## src/rtl/aig_bist_pkg.sv

```systemverilog
// Shared types and constants for the AIG BIST compactor: FSM states, default
// MISR taps/seed and a reference MISR step function.
package aig_bist_pkg;

  typedef enum logic [1:0] {
    IDLE = 2'd0,
    RUN  = 2'd1,
    DONE = 2'd2
  } state_e;

  localparam int          SIG_W    = 19;
  localparam logic [18:0] DEF_POLY = 19'h00027;
  localparam logic [18:0] DEF_SEED = 19'h00000;

  // One MISR step: shift left, fold the msb back through the taps, absorb resp.
  function automatic logic [SIG_W-1:0] misr_next(
    input logic [SIG_W-1:0] sig,
    input logic [SIG_W-1:0] resp,
    input logic [SIG_W-1:0] poly
  );
    logic [SIG_W-1:0] shifted;
    shifted = {sig[SIG_W-2:0], 1'b0};
    return shifted ^ (sig[SIG_W-1] ? poly : '0) ^ resp;
  endfunction

endpackage

```

## src/rtl/aig_misr.sv

```systemverilog
// Multiple-input signature register: width and feedback taps parameterised,
// synchronous seed load takes priority over the compaction step.
module aig_misr #(
  parameter int         W    = 19,
  parameter logic [W-1:0] POLY = '0,
  parameter logic [W-1:0] SEED = '0
) (
  input  logic         clk,
  input  logic         rst,
  input  logic         load_i,
  input  logic         en_i,
  input  logic [W-1:0] seed_i,
  input  logic [W-1:0] din_i,
  output logic [W-1:0] sig_o
);

  logic [W-1:0] sig_q;
  logic [W-1:0] sig_d;

  always_comb begin
    sig_d = {sig_q[W-2:0], 1'b0} ^ (sig_q[W-1] ? POLY : '0) ^ din_i;
  end

  always_ff @(posedge clk or posedge rst) begin
    if (rst) begin
      sig_q <= SEED;
    end else if (load_i) begin
      sig_q <= seed_i;
    end else if (en_i) begin
      sig_q <= sig_d;
    end
  end

  assign sig_o = sig_q;

endmodule

```

## src/rtl/aig_bist_compactor.sv

```systemverilog
// BIST wrapper: counts exhaustive input patterns into a combinational netlist
// and compacts its responses into a MISR, then compares against exp_sig_i.
module aig_bist_compactor
  import aig_bist_pkg::*;
#(
  parameter int              IN_W  = 2,
  parameter int              OUT_W = 19,
  parameter logic [OUT_W-1:0] POLY = DEF_POLY,
  parameter logic [OUT_W-1:0] SEED = DEF_SEED
) (
  input  logic             clk,
  input  logic             rst,
  input  logic             start_i,
  input  logic             hold_i,
  output logic [IN_W-1:0]  pat_o,
  input  logic [OUT_W-1:0] resp_i,
  input  logic [OUT_W-1:0] exp_sig_i,
  output logic             busy_o,
  output logic             done_o,
  output logic [OUT_W-1:0] sig_o,
  output logic             pass_o,
  output logic             fail_o,
  output logic [1:0]       dbg_state_o
);

  // Handshake: start_i is a level sampled only in IDLE/DONE; while RUN, hold_i
  // stalls both counter and MISR; done_o is a level held until the next start.

  localparam int              NPAT     = 1 << IN_W;
  localparam logic [IN_W:0]   PAT_LAST = (IN_W + 1)'(NPAT - 1);
  localparam logic [IN_W:0]   PAT_ONE  = (IN_W + 1)'(1);

  state_e        state_q, state_d;
  logic [IN_W:0] pat_q, pat_d;
  logic          misr_load;
  logic          misr_en;

  always_ff @(posedge clk or posedge rst) begin
    if (rst) begin
      state_q <= IDLE;
      pat_q   <= '0;
    end else begin
      state_q <= state_d;
      pat_q   <= pat_d;
    end
  end

  always_comb begin
    state_d   = state_q;
    pat_d     = pat_q;
    misr_load = 1'b0;
    misr_en   = 1'b0;
    case (state_q)
      IDLE, DONE: begin
        if (start_i) begin
          state_d   = RUN;
          pat_d     = '0;
          misr_load = 1'b1;
        end
      end
      RUN: begin
        if (!hold_i) begin
          misr_en = 1'b1;
          // The extra counter bit keeps this compare from ever aliasing on wrap.
          if (pat_q == PAT_LAST) begin
            state_d = DONE;
          end else begin
            pat_d = pat_q + PAT_ONE;
          end
        end
      end
      default: begin
        state_d = IDLE;
        pat_d   = '0;
      end
    endcase
  end

  aig_misr #(
    .W    (OUT_W),
    .POLY (POLY),
    .SEED (SEED)
  ) u_misr (
    .clk    (clk),
    .rst    (rst),
    .load_i (misr_load),
    .en_i   (misr_en),
    .seed_i (SEED),
    .din_i  (resp_i),
    .sig_o  (sig_o)
  );

  assign pat_o       = pat_q[IN_W-1:0];
  assign busy_o      = (state_q == RUN);
  assign done_o      = (state_q == DONE);
  assign pass_o      = done_o & (sig_o == exp_sig_i);
  assign fail_o      = done_o & (sig_o != exp_sig_i);
  assign dbg_state_o = state_q;

endmodule

```

## config.mk

```make
export PLATFORM = sky130hd
export DESIGN_NAME = aig_bist_compactor
export DESIGN_NICKNAME = d
export VERILOG_FILES = /design/src/rtl/aig_bist_pkg.sv /design/src/rtl/aig_misr.sv /design/src/rtl/aig_bist_compactor.sv
export SDC_FILE = /design/constraint.sdc
export NUM_CORES = 1
export LEC_CHECK = 0
export CAP_MARGIN = 30
export CORE_MARGIN = 3
export CORE_UTILIZATION = 46
export DETAILED_ROUTE_END_ITERATION = 12
export PLACE_DENSITY = 0.86
export REMOVE_ABC_BUFFERS = 1
export SYNTH_ARGS = -nofsm -noshare
export SYNTH_HDL_FRONTEND = slang
export SYNTH_HIERARCHICAL = 1
export SYNTH_SLANG_ARGS = --single-unit
```

## constraint.sdc

```tcl
create_clock -name clk -period 2.27 [get_ports clk]
set_input_delay 0.3405 -clock clk [delete_from_list [all_inputs] [get_ports clk]]
set_output_delay 0.3405 -clock clk [all_outputs]
set_load 0.1 [all_outputs]
```

==> impl_metrics.json <==
{
  "outcome": "finished, final reports clean",
  "post_synth_main_area_contributors": "sky130_fd_sc_hd__dfrtp_1 37%, sky130_fd_sc_hd__xor2_1 19%, sky130_fd_sc_hd__mux2i_1 9.9%, sky130_fd_sc_hd__nand2_1 4.7%, sky130_fd_sc_hd__o21ai_1 3.4%",
  "ctsLongestPathBuffers": 2,
  "synth_top_cell_by_area": "sky130_fd_sc_hd__dfrtp_1",
  "route.detailed.drc": 0,
  "finalHoldViolCount": 0,
  "path_class": "in2out",
  "wl_per_cell_um": 13.23,
  "core.rowCount": 20,
  "layout.cells.most_common": "sky130_fd_sc_hd__clkdlybuf4s50_1",
  "synth_area_per_cell_um2": 9.543,
  "routabilityCongestion": 0.7451,
  "totalWireLength_um": 4102,
  "finalClockSkew_ps": 4.668,
  "cap_violations": 0,
  "cts_tree": "done",
  "die_h_um": 65.21,
  "timing.critical_path.to": "pass_o",
  "design.die.area_mm2": 0.004252,
  "grt_pass1_vias": 1360,
  "fillers": 250,
  "crit_start": "exp_sig_i[13]",
  "critPathLaunchType": "input port",
  "maxClockFrequency_mhz": 443.4,
  "synth_cell_types": 30,
  "synth_area_mm2": 0.001613,
  "period_share": 0.9935,
  "placeableCoreArea_mm2": 0.003203,
  "postRouteAntennaNets": 0,
  "setup_viol": 0,
  "nNetsFinal": 311,
  "critical_path.reg2reg.startpoint": "pat_q[0]$_DFFE_PP0P_",
  "vias": 1444,
  "regArea_um2": 604.3,
  "r2r_cells": 4,
  "cts.htree.levels": 1,
  "groute.usage.overall": 0.1889,
  "clock_sinks": 24,
  "ioPinCount": 69,
  "most_frequent_cells_in_the_layout": "41 x sky130_fd_sc_hd__clkdlybuf4s50_1, 40 x sky130_fd_sc_hd__buf_4, 35 x sky130_fd_sc_hd__xor2_1, 21 x sky130_fd_sc_hd__dfrtp_1, 20 x sky130_fd_sc_hd__nand2_1",
  "drt-vias-per-instance": 4.658,
  "detail_route.iter0.violations": 61,
  "number_of_instances_in_the_synthesized_netlist": 169,
  "dp_hpwl_um": 3058,
  "rsz_0062_raised_after_global_routing": "yes",
  "antenna_fix_cells": 0,
  "largest_net_degree_at_the_start_of_global_routing": 45,
  "die_x_um": 65.21,
  "antenna_found_initial": 0,
  "synth_top_area_frac": 0.3724,
  "final-max-slew-violation-count": 0,
  "setup_total_negative_slack_ps": 0,
  "multi_input_comb_area_um2": 985.9,
  "place.port_buffers": 68,
  "ys_ff_latch": 24,
  "synthToLayoutAreaGrowth_pct": 53.45,
  "cp.arrival_ps": 1910,
  "global_route_wire_length_before_repair_um": 6244,
  "fin_crit_ps": 2255,
  "critPathMaxFanout": 2,
  "synthesis.yosys.warnings": 6,
  "cts-buffers-inserted": 3,
  "total_congestion_overflow": 0,
  "layout-drive-gt1-share": 0.2068,
  "clk_transition_reported_paths_ps": 140,
  "synth_seq_area_share": 0.3724,
  "worstPathRequired_ps": 1930,
  "setup.worst_path.end_class": "output pin",
  "place_inst": 296,
  "cts.root.buffer_cell": "sky130_fd_sc_hd__clkbuf_4",
  "instances_no_fill": 310,
  "worstHoldPathType": "in2async",
  "r2r-end": "pat_q[0]$_DFFE_PP0P_",
  "setup.reg_to_reg.worst_slack_ps": 650,
  "initial_util": 0.5035,
  "detailedRoute.firstPassIterationCount": 4,
  "clock_insertion_delay_worst_skew_ps": 310
}
==> kinds of logic after synthesis <==
family	Yosys count	share of synthesized area
compound gates	30	0.1047
xor+xnor	38	0.2064
fa+ha+maj	2	0.01551
simple gates	43	0.1311
buf+inv	15	0.06827
other cells	1	0.002325
mux	16	0.09930
flops	24	0.3724
==> metrics by stage <==
stage          cell area (um^2)    util  hold WS, ps  worst slack (ps)
2_1_floorplan              1593       -        119.0             -1689
3_3_place_gp               2349  0.7332        469.2            -60.51
3_5_place_dp               2349  0.7332        482.0            -51.50
4_1_cts                    2391  0.7465        245.0             14.66
5_1_grt                    2475  0.7727        254.4            -62.48
6_report                   2475  0.7727        241.8             14.73
==> routing by layer <==
| metal | share of wire | GRT usage |
|---|---|---|
| met3 | 0.059 | 0.04103 |
| met1 | 0.44 | 0.2347 |
| met5 | 0 | 0 |
| met2 | 0.50 | 0.3312 |
| met4 | 0.0046 | 0.04663 |
==> critical path: stages <==
cell	delay (ps)
sky130_fd_sc_hd__clkdlybuf4s50_1	410
sky130_fd_sc_hd__xor2_1	170
sky130_fd_sc_hd__nor4_2	330
sky130_fd_sc_hd__nand4_1	210
sky130_fd_sc_hd__nor3_2	150
sky130_fd_sc_hd__buf_4	140
sky130_fd_sc_hd__buf_12	160
==> sequential cells by signal (all words and copies together), names as in the netlist <==
signal / cells
u_misr/sig_o: 19
pat_q: 3
dbg_state_o: 2
==> worst min-delay path by stage <==
stage / from / endpoint / cells past startpoint / slack (ps)
final: rst / pat_q[0]$_DFFE_PP0P_ / 2 / 240
after global routing: rst / pat_q[0]$_DFFE_PP0P_ / 2 / 250
after CTS: rst / pat_q[1]$_DFFE_PP0P_ / 2 / 240
after detailed placement: pat_q[2]$_DFFE_PP0P_ / pat_q[2]$_DFFE_PP0P_ / 2 / 480
after global placement: pat_q[2]$_DFFE_PP0P_ / pat_q[2]$_DFFE_PP0P_ / 2 / 470
after floorplan: rst / dbg_state_o[0]$_DFFE_PP0P_ / 1 / 120
==> synthesized netlist by cell type, drive strengths merged <==
| master | instances |
|---|---|
| xor2 | 35 |
| dfrtp | 24 |
| nand2 | 20 |
| o21ai | 20 |
| mux2i | 16 |
| buf | 7 |
| inv | 6 |
| a21oi | 4 |
| nand3 | 4 |
| nor4 | 4 |
| nor2 | 3 |
| nor3b | 3 |
| o211ai | 3 |
| xnor2 | 3 |
| clkbuf | 2 |
| ha | 2 |
| nand2b | 2 |
| nand3b | 2 |
| nor2b | 2 |
| o21bai | 2 |
| conb | 1 |
| nand4 | 1 |
| nor3 | 1 |
| o21a | 1 |
| or3 | 1 |
==> layout make-up <==
type / count / share of cell area
tap: 44 / 0.02224
sequential: 24 / 0.2442
clock buffer: 4 / 0.01466
inverter: 6 / 0.009100
timing repair buffer: 84 / 0.3114
multi-input combinational: 148 / 0.3984
==> repair_timing <==
| action | in CTS | in global routing |
|---|---|---|
| setup buffers | 0 | 10 |
| hold buffers | 0 | 0 |
| resized for setup | 1 | 4 |
| pin swaps | 0 | 6 |
| setup endpoints to repair | 2 | 2 |
Power is not shown: default switching activity piles up to over one toggle a cycle in this logic, so the estimate is an artifact.
